**src/rtl/nes_pad_pkg.sv**
```systemverilog
// rtl/nes_pad_pkg.sv - shared types and constants for the NES pad reader
//
// Contents:
//   pad_state_e      frame sequencer states
//   PAD_BITS         number of serial bits per pad frame
//   BTN_A..BTN_RIGHT bit positions of each button in controller_data

package nes_pad_pkg;

  localparam int PAD_BITS = 8;

  localparam int BTN_A      = 0;
  localparam int BTN_B      = 1;
  localparam int BTN_SELECT = 2;
  localparam int BTN_START  = 3;
  localparam int BTN_UP     = 4;
  localparam int BTN_DOWN   = 5;
  localparam int BTN_LEFT   = 6;
  localparam int BTN_RIGHT  = 7;

  typedef enum logic [2:0] {
    IDLE   = 3'd0,
    LATCH  = 3'd1,
    SETTLE = 3'd2,
    CLK_HI = 3'd3,
    CLK_LO = 3'd4,
    DONE   = 3'd5
  } pad_state_e;

endpackage

```
**src/rtl/pad_sync.sv**
```systemverilog
// rtl/pad_sync.sv - two-flop synchronizer for the asynchronous pad data line
//
// Ports:
//   clk    in  system clock
//   reset  in  asynchronous active-low reset
//   d_in   in  asynchronous input
//   d_out  out synchronized copy of d_in (two-cycle latency)
//
// Resets to 1 because the idle pad line reads as "not pressed".

module pad_sync (
  input  logic clk,
  input  logic reset,
  input  logic d_in,
  output logic d_out
);

  logic [1:0] sync_q;
  logic [1:0] sync_d;

  always_comb begin
    sync_d = {sync_q[0], d_in};
  end

  always_ff @(posedge clk or negedge reset) begin
    if (!reset) begin
      sync_q <= 2'b11;
    end else begin
      sync_q <= sync_d;
    end
  end

  assign d_out = sync_q[1];

endmodule

```
**src/rtl/nes_pad_reader.sv**
```systemverilog
// rtl/nes_pad_reader.sv - NES-style serial pad poller producing controller_data
//
// Parameters:
//   POLL_DIV     idle cycles between frames (min 2)
//   HALF_PERIOD  cycles per pad-clock half period H (min 4)
// Ports:
//   clk              in  system clock
//   reset            in  asynchronous active-low reset
//   poll_en          in  permits new frames to start
//   pad_data         in  serial pad data, asynchronous, active-low
//   int_ack          in  clears change_int
//   pad_latch        out parallel-load strobe to the pad
//   pad_clk          out shift clock to the pad
//   controller_data  out button byte, 1 = pressed
//   data_valid       out one-cycle pulse when controller_data updates
//   change_int       out sticky interrupt request, set when the byte changed

module nes_pad_reader
  import nes_pad_pkg::*;
#(
  parameter int POLL_DIV    = 833333,
  parameter int HALF_PERIOD = 300
) (
  input  logic                clk,
  input  logic                reset,
  input  logic                poll_en,
  input  logic                pad_data,
  input  logic                int_ack,
  output logic                pad_latch,
  output logic                pad_clk,
  output logic [PAD_BITS-1:0] controller_data,
  output logic                data_valid,
  output logic                change_int
);

  localparam int PC_W = (POLL_DIV > 2) ? $clog2(POLL_DIV) : 1;
  localparam int PH_W = $clog2(2 * HALF_PERIOD);

  localparam logic [PC_W-1:0] PC_MAX       = PC_W'(POLL_DIV - 1);
  localparam logic [PH_W-1:0] PH_LATCH_END = PH_W'(2 * HALF_PERIOD - 1);
  localparam logic [PH_W-1:0] PH_HALF_END  = PH_W'(HALF_PERIOD - 1);
  localparam logic [2:0]      BIT_LAST_M1  = 3'(PAD_BITS - 2);

  logic pad_s;

  pad_sync u_pad_sync (
    .clk   (clk),
    .reset (reset),
    .d_in  (pad_data),
    .d_out (pad_s)
  );

  pad_state_e          state_q, state_d;
  logic [PC_W-1:0]     pc_q, pc_d;
  logic [PH_W-1:0]     phase_q, phase_d;
  logic [2:0]          bit_idx_q, bit_idx_d;
  logic [PAD_BITS-1:0] shreg_q, shreg_d;
  logic [PAD_BITS-1:0] controller_data_q, controller_data_d;
  logic                pad_latch_q, pad_latch_d;
  logic                pad_clk_q, pad_clk_d;
  logic                data_valid_q, data_valid_d;
  logic                change_int_q, change_int_d;

  // Bits arrive A first; shifting right leaves A in bit 0 after eight shifts.
  // The pad drives active-low, so each sample is inverted on the way in.
  logic [PAD_BITS-1:0] shreg_shifted;
  assign shreg_shifted = {~pad_s, shreg_q[PAD_BITS-1:1]};

  always_comb begin
    state_d           = state_q;
    pc_d              = pc_q;
    phase_d           = phase_q;
    bit_idx_d         = bit_idx_q;
    shreg_d           = shreg_q;
    controller_data_d = controller_data_q;
    data_valid_d      = 1'b0;
    // A set in DONE below overrides this clear, so set wins over int_ack.
    change_int_d      = change_int_q & ~int_ack;

    unique case (state_q)
      IDLE: begin
        phase_d   = '0;
        bit_idx_d = '0;
        // pc saturates, so a frame starts the cycle poll_en rises after a hold.
        if (pc_q == PC_MAX) begin
          if (poll_en) begin
            state_d = LATCH;
            pc_d    = '0;
          end
        end else begin
          pc_d = pc_q + PC_W'(1);
        end
      end

      LATCH: begin
        if (phase_q == PH_LATCH_END) begin
          phase_d = '0;
          state_d = SETTLE;
        end else begin
          phase_d = phase_q + PH_W'(1);
        end
      end

      SETTLE: begin
        if (phase_q == PH_HALF_END) begin
          phase_d = '0;
          shreg_d = shreg_shifted;
          state_d = CLK_HI;
        end else begin
          phase_d = phase_q + PH_W'(1);
        end
      end

      CLK_HI: begin
        if (phase_q == PH_HALF_END) begin
          phase_d = '0;
          state_d = CLK_LO;
        end else begin
          phase_d = phase_q + PH_W'(1);
        end
      end

      CLK_LO: begin
        if (phase_q == PH_HALF_END) begin
          phase_d   = '0;
          shreg_d   = shreg_shifted;
          bit_idx_d = bit_idx_q + 3'd1;
          // bit_idx_q is the index of the bit already taken; this shift takes the next.
          if (bit_idx_q == BIT_LAST_M1) begin
            state_d = DONE;
          end else begin
            state_d = CLK_HI;
          end
        end else begin
          phase_d = phase_q + PH_W'(1);
        end
      end

      DONE: begin
        controller_data_d = shreg_q;
        data_valid_d      = 1'b1;
        if (shreg_q != controller_data_q) begin
          change_int_d = 1'b1;
        end
        state_d = IDLE;
      end

      default: begin
        state_d = IDLE;
      end
    endcase

    // Pad strobes follow the next state so they line up with the state register.
    pad_latch_d = (state_d == LATCH);
    pad_clk_d   = (state_d == CLK_HI);
  end

  always_ff @(posedge clk or negedge reset) begin
    if (!reset) begin
      state_q           <= IDLE;
      pc_q              <= '0;
      phase_q           <= '0;
      bit_idx_q         <= '0;
      shreg_q           <= '0;
      controller_data_q <= '0;
      pad_latch_q       <= 1'b0;
      pad_clk_q         <= 1'b0;
      data_valid_q      <= 1'b0;
      change_int_q      <= 1'b0;
    end else begin
      state_q           <= state_d;
      pc_q              <= pc_d;
      phase_q           <= phase_d;
      bit_idx_q         <= bit_idx_d;
      shreg_q           <= shreg_d;
      controller_data_q <= controller_data_d;
      pad_latch_q       <= pad_latch_d;
      pad_clk_q         <= pad_clk_d;
      data_valid_q      <= data_valid_d;
      change_int_q      <= change_int_d;
    end
  end

  assign pad_latch       = pad_latch_q;
  assign pad_clk         = pad_clk_q;
  assign controller_data = controller_data_q;
  assign data_valid      = data_valid_q;
  assign change_int      = change_int_q;

endmodule

```
**config.mk**
```make
export PLATFORM = sky130hd
export DESIGN_NAME = nes_pad_reader
export DESIGN_NICKNAME = d
export VERILOG_FILES = /design/src/rtl/nes_pad_pkg.sv /design/src/rtl/pad_sync.sv /design/src/rtl/nes_pad_reader.sv
export SDC_FILE = /design/constraint.sdc
export NUM_CORES = 1
export LEC_CHECK = 0
export CORE_AREA = 2 2 78 80
export CTS_BUF_LIST = sky130_fd_sc_hd__clkbuf_8
export DETAILED_ROUTE_END_ITERATION = 10
export DIE_AREA = 0 0 80 82
export PLACE_DENSITY = 0.83
export SLEW_MARGIN = 10
export SYNTH_ARGS = -nofsm -noshare
export SYNTH_HDL_FRONTEND = slang
export SYNTH_SLANG_ARGS = --single-unit
```
**constraint.sdc**
```tcl
create_clock -name clk -period 5.1 [get_ports clk]
set_clock_uncertainty 0.1 [all_clocks]
set_input_delay 1.02 -clock clk [delete_from_list [all_inputs] [get_ports clk]]
set_output_delay 1.02 -clock clk [all_outputs]
set_load 0.1 [all_outputs]
```
==> key figures, run 1 <==
Timing
  • Slew Limit Fails: 0
  • Max_slew headroom: 0.345
  • Highest clock rate: around 330 MHz
  • Final setup violation count: 0
  • Final worst path period need: between 3000 and 4000 ps
  • Slew @ Worst Pin: 979 ps
  • Setup Total Neg Slack: 0 ps
  • RSZ-0062 raised after global routing: no
  • Period utilization: 0.591
  • Final Hold Vio Count: 0

Routing
  • Final wirelength: 6110 um
  • DRT iter0 DRCs: 174
  • Drt wl/cell: 15.5 um
  • Via count: 2288
  • Drt first pass iters: 4
  • Via density: 5.79
  • Antenna violation net count after detailed routing: 0
  • Post-route DRC: 0

Clock tree
  • Worst-case clock buffer depth: 2
  • Htree depth: 3
  • Clock root cell: clkbuf_8
  • Postcts setup bufs: 0
  • CTS tree: done
  • Post-cts sizing count: 0
  • Hold bufs inserted after CTS: 0
  • Worst skew pair latency: 340 ps
  • Clock slew at the register clock pins of the worst setup and hold paths: 70 ps
  • Cts bufs inserted: 9
  • Clock sink count: 58

Setup path
  • WP data arrival: 1900 ps
  • CP max stage cell: clkdlybuf4s50_1
  • Slowest stage delay, CP: 1160 ps
  • Worst-path cell chain: clkdlybuf4s50_1
  • Req. time, crit path: roughly 4000 ps
  • CP bufs+invs: 1
  • Kind of critical path: flop to output port
  • Setup crit end kind: output port
  • Crit path launch type: flop
  • R2r setup slk: between 2000 and 2500 ps
  • CP max FO: 3
  • Crit-path leading delay family: buffers and inverters

Cells and area
  • Share of layout cells above drive strength 1: 0.125
  • Layout area overhead: 14.1%
  • Layout Nets: around 330
  • Post-route cell area: around 3500 sq um
  • Most frequent cells in the layout: dfrtp_1, nand2_1, nand3_1, nor2_1, o21ai_0
  • Util after Layout: 0.603
  • Diodes inserted: 0
  • Most common cell after layout, fill and taps aside: dfrtp_1

Floorplan
  • I/O pin count: 17
  • Area of the die: 6560 sq um
  • Row count: 28
  • Die extent in x: 80 um
  • Core ar.: 5750 sq um
  • Die Ht: 82 um
  • Starting Density: 0.528

Placed design
  • Placed inst area: 3240 sq um
  • PortBufs: 16
  • Placer Congestion: 0.945
  • Detailed placer's ending HPWL: 4100 um

Job
  • Max-cap violations: 0

Yosys
  • Post-Syn Nets: just over 300
  • Seq/Total Area, Yosys: 0.479
  • Mapped cell area: 3030 sq um
  • EDFF count, synth: 0
  • Synth cell types: 50
  • Post-synth top flop: dfrtp_1
  • Yosys reg bits: 58
  • Asr flop ratio synth: 1.00
  • Synth Instances: 298
  • Ys Warns: 0
  • Syn avg cell area: 10.2 sq um

Power
  • VDD IR-drop max: 0.237 mV
  • Leakage: 1.53 nW
  • Pwr Total: ~0.00095 W
  • P per Cell Area: between 200 and 300 nW/um^2

Global routing
  • Pin count of the biggest net entering global routing: between 50 and 60
  • Antenna violations before repair: 0
  • Vias in the first global route: roughly 2200
  • First-pass GRT wire length: ~11000 um
  • GRT Overall Usage: 0.209
  • Total grt overflow: 0

Hold path
  • Worst Hold Class: flop to flop

Run status
  • Status: completed
-- worst reg2reg max path, delay by kind of cell (launching register included) --
kind | cells | cell delay [ps]
flops | 1 | 540
simple gates | 3 | 1520
compound gates | 2 | 460
-- cells by family (layout without fill, tap and decap cells) --
logic type	count (synthesis)	after routing	synth area share
AND/OR/NAND/NOR	125	125	0.229
multiplexers	17	17	0.0623
AO/OA/AOI/OAI	46	46	0.107
flip-flops	58	58	0.479
adder cells (fa/ha/maj)	5	5	0.0206
XOR/XNOR	25	25	0.0722
buffers and inverters	22	44	0.0293
-- state kept, by name, summed over array words and instances, names as in the netlist --
name               count
change_int             1
shreg_q                8
bit_idx_q              3
u_pad_sync.sync_q      2
data_valid             1
controller_data        8
pad_latch              1
state_q                3
pc_q                  20
pad_clk                1
phase_q               10
-- routing by layer --
layer | wire, um | track usage | vias up
li1 | - | - | 1120
met1 | 2810 | 0.274 | 1098
met5 | 0 | 0 | -
met3 | 355 | 0.0813 | 6
met2 | 2900 | 0.319 | 64
met4 | 53 | 0.0678 | 0
-- report_power, final --
| part | switching, W | leakage [nW] | internal (W) |
|---|---|---|---|
| registers | 0.00000374 | 0.731 | 0.000464 |
| clock network | 0.000182 | 0.113 | 0.000285 |
| logic | 0.0000124 | 0.688 | 0.00000496 |
-- area by class of cell --
type | instances | area [sq um]
Fill cell | 483 | 2280
Multi-Input combinational cell | 218 | 1490
Sequential cell | 58 | 1450
Timing Repair Buffer | 17 | 163
Clock buffer | 10 | 138
Tap cell | 75 | 93.8
Clock inverter | 6 | 81.3
Inverter | 11 | 41.3
-- worst paths after layout --
path / cells after the start / end / start
setup / recovery: 1 / controller_data[5] / controller_data[5]$_DFFE_PN0P_
hold / removal: 0 / u_pad_sync.sync_q[1]$_DFF_PN1_ / u_pad_sync.sync_q[0]$_DFF_PN1_
setup reg to reg: 5 / pad_latch$_DFF_PN0_ / state_q[0]$_DFF_PN0_
hold reg to reg: 0 / u_pad_sync.sync_q[1]$_DFF_PN1_ / u_pad_sync.sync_q[0]$_DFF_PN1_
max in group asynchronous: 2 / bit_idx_q[2]$_DFFE_PN0P_ / reset
min in group asynchronous: 2 / data_valid$_DFF_PN0_ / reset
-- per-stage QoR --
stage / hold slack, ps / setup slack (ps) / cells
after floorplan: 245 / 3000 / 298
after global placement: 253 / 2480 / 379
after detailed placement: 248 / 2460 / 379
after CTS: 261 / 2060 / 395
after global routing: 268 / 2030 / 395
final: 261 / 2080 / 395
-- synth_stat cells (3+ instances only) --
cell type  instances  area [sq um]
clkbuf_1           8          30.0
and3_1             7          43.8
nor2_1            18          67.6
nand3b_1           3          22.5
o21ai_0           16          80.1
xor2_1            11          96.3
nand2_1           27           101
nand2b_1           3          18.8
nand4_1           12          75.1
and4_1             5          43.8
inv_1             11          41.3
nor3_1             8          40.0
nand3_1           22           110
ha_1               5          62.6
mux2_2            15           169
a22o_1             3          26.3
o31ai_1            3          22.5
dfrtp_1           56          1400
nor4_1             4          25.0
and2_1             3          18.8
a21oi_1            7          35.0
xnor2_1           14           123
Power figures use the tool's default switching activity.
==> run 2, diff against run 1 <==
==> constraint.sdc (replaced) <==
create_clock -name clk -period 3 [get_ports clk]
set_clock_uncertainty 0.1 [all_clocks]
set_input_delay 0.6 -clock clk [delete_from_list [all_inputs] [get_ports clk]]
set_output_delay 0.6 -clock clk [all_outputs]
set_load 0.1 [all_outputs]
==> run 2 against run 1 <==
Effect of this change: hold slack lost 65 ps; via count grew 3.8%; sequential cell count is the same; sequential power grew 70%; highest routed layer unchanged.
==> key figures, run 2 (synthesized netlist as in run 1, its figures left out) <==
Routing
  • Antenna violation net count after detailed routing: 0
  • DRT iter0 DRCs: 133
  • Post-route DRC: 0
  • Via count: approximately 2400
  • Drt first pass iters: 4
  • Via density: 5.97
  • Drt wl/cell: 16.0 um
  • Final wirelength: 6360 um

Cells and area
  • Layout area overhead: 13.0%
  • Post-route cell area: roughly 3400 sq um
  • Area taken by multi-input logic gates: 1490 sq um
  • Fillers: 475
  • Register area: 1450 sq um
  • Most common cell after layout, fill and taps aside: dfrtp_1
  • Util after Layout: 0.597
  • Diodes inserted: 0
  • Layout Nets: 328
  • Largest regs: pc_q x20, phase_q x10
  • Max reg flops: 20
  • Most flops, register: pc_q
  • Most frequent cells in the layout: dfrtp_1, nand2_1, nand3_1, nor2_1
  • Share of layout cells above drive strength 1: 0.167

Floorplan
  • Area of the die: 6560 sq um
  • Die extent in x: 80 um
  • Die Ht: 82 um
  • Core ar.: 5750 sq um
  • Row count: 28
  • Starting Density: 0.528
  • I/O pin count: 17

Placed design
  • Pre-CTS setup slack: 724 ps
  • Placed inst area: 3240 sq um
  • Placer Congestion: between 0.9 and 1
  • Detailed placer's ending HPWL: 4500 um
  • PortBufs: 16

Timing
  • Period utilization: 0.791
  • Final setup violation count: 0
  • Slew Limit Fails: 0
  • Final Hold Vio Count: 0
  • Max_slew headroom: 0.545
  • Minimum hold slack: roughly 200 ps
  • Setup Total Neg Slack: 0 ps
  • Highest clock rate: 421 MHz
  • Final WS setup: 626 ps
  • Final worst path period need: 2370 ps
  • Slew @ Worst Pin: 673 ps
  • RSZ-0062 raised after global routing: no

Clock tree
  • Postcts setup bufs: 0
  • Clock sink count: 58
  • Post-cts sizing count: 0
  • Clock root cell: clkbuf_8
  • Hold bufs inserted after CTS: 0
  • Worst skew pair latency: 340 ps
  • Cts bufs inserted: 9
  • CTS tree: done
  • Htree depth: 3
  • Clock slew at the register clock pins of the worst setup and hold paths: ~70 ps
  • Worst-case clock buffer depth: 2

Run status
  • Status: completed

Global routing
  • Antenna violations before repair: 0
  • GR met1 Demand/Resource: 0.262
  • GRT met3 Usage: 0.0626
  • Pin count of the biggest net entering global routing: 31
  • GR Util met2: 0.349
  • GRT busiest layer: met2
  • Total grt overflow: 0
  • GRT Overall Usage: 0.217
  • First-pass GRT wire length: between 10000 and 15000 um
  • Vias in the first global route: 2372

Setup path
  • Kind of critical path: flop to flop
  • Req. time, crit path: roughly 3100 ps
  • WP data arrival: 2490 ps
  • Crit path launch type: flop
  • CP max FO: 9
  • Setup crit end kind: flop

Power
  • P per Cell Area: 438 nW/um^2
  • VDD IR-drop max: between 0.4 and 0.5 mV
  • Leakage: 1.56 nW

Job
  • Max-cap violations: 0

Hold path
  • Worst Hold Class: primary input to async pin
-- run 2: changes by cell type in the layout (fill, tap and decap cells not counted) --
| cell | previous run | this run |
|---|---|---|
| buf_4 | 1 | 16 |
| bufinv_16 | 2 | 0 |
| clkbuf_8 | 10 | 13 |
| clkdlybuf4s50_1 | 15 | 3 |
| clkinv_2 | 2 | 0 |
| inv_1 | 12 | 13 |
-- run 2: final timing paths --
check | from | end | slack (ps) | depth (start not counted)
setup / recovery | phase_q[6]$_DFFE_PN0P_ | shreg_q[2]$_DFFE_PN0P_ | 630 | 4
max in group asynchronous | reset | phase_q[6]$_DFFE_PN0P_ | 1940 | 2
hold reg to reg | u_pad_sync.sync_q[0]$_DFF_PN1_ | u_pad_sync.sync_q[1]$_DFF_PN1_ | 260 | 0
setup reg to reg | phase_q[6]$_DFFE_PN0P_ | shreg_q[2]$_DFFE_PN0P_ | 630 | 4
min in group clk | u_pad_sync.sync_q[0]$_DFF_PN1_ | u_pad_sync.sync_q[1]$_DFF_PN1_ | 260 | 0
hold / removal | reset | controller_data[0]$_DFFE_PN0P_ | 200 | 1
-- run 2: per-layer routing --
layer  vias to the layer above  wire length (um)
li1                       1127                 -
met1                      1145              2700
met2                        84              3170
met3                        19               309
met4                         0               178
met5                         -                 0
-- run 2: stage by stage --
| stage | cells | power, W |
|---|---|---|
| 3_5_place_dp | 382 | 0.000841 |
| 4_1_cts | 398 | 0.00152 |
| 2_1_floorplan | 298 | 0.000815 |
| 5_1_grt | 398 | 0.00156 |
| 6_report | 398 | 0.00150 |
| 3_3_place_gp | 382 | 0.000839 |
-- run 2: cell type report --
cell class                 instances  area share
clock buffer                      13      0.0522
sequential                        58       0.424
tap                               75      0.0274
clock inverter                     3     0.00438
timing repair buffer              20      0.0452
inverter                          11      0.0120
multi-input combinational        218       0.435
-- run 2: worst max-delay path, stage by stage, from the launching register on --
cell,delay [ps]
dfrtp_1,420
nor4bb_1,460
and4_1,460
nand3_1,400
mux2_2,400
-- run 2: power by group --
group	leakage, nW	switching [W]	internal [W]	total (W)
combinational	0.726	0.0000221	0.00000927	0.0000314
sequential	0.731	0.00000603	0.000788	0.000794
clock	0.104	0.000293	0.000384	0.000677
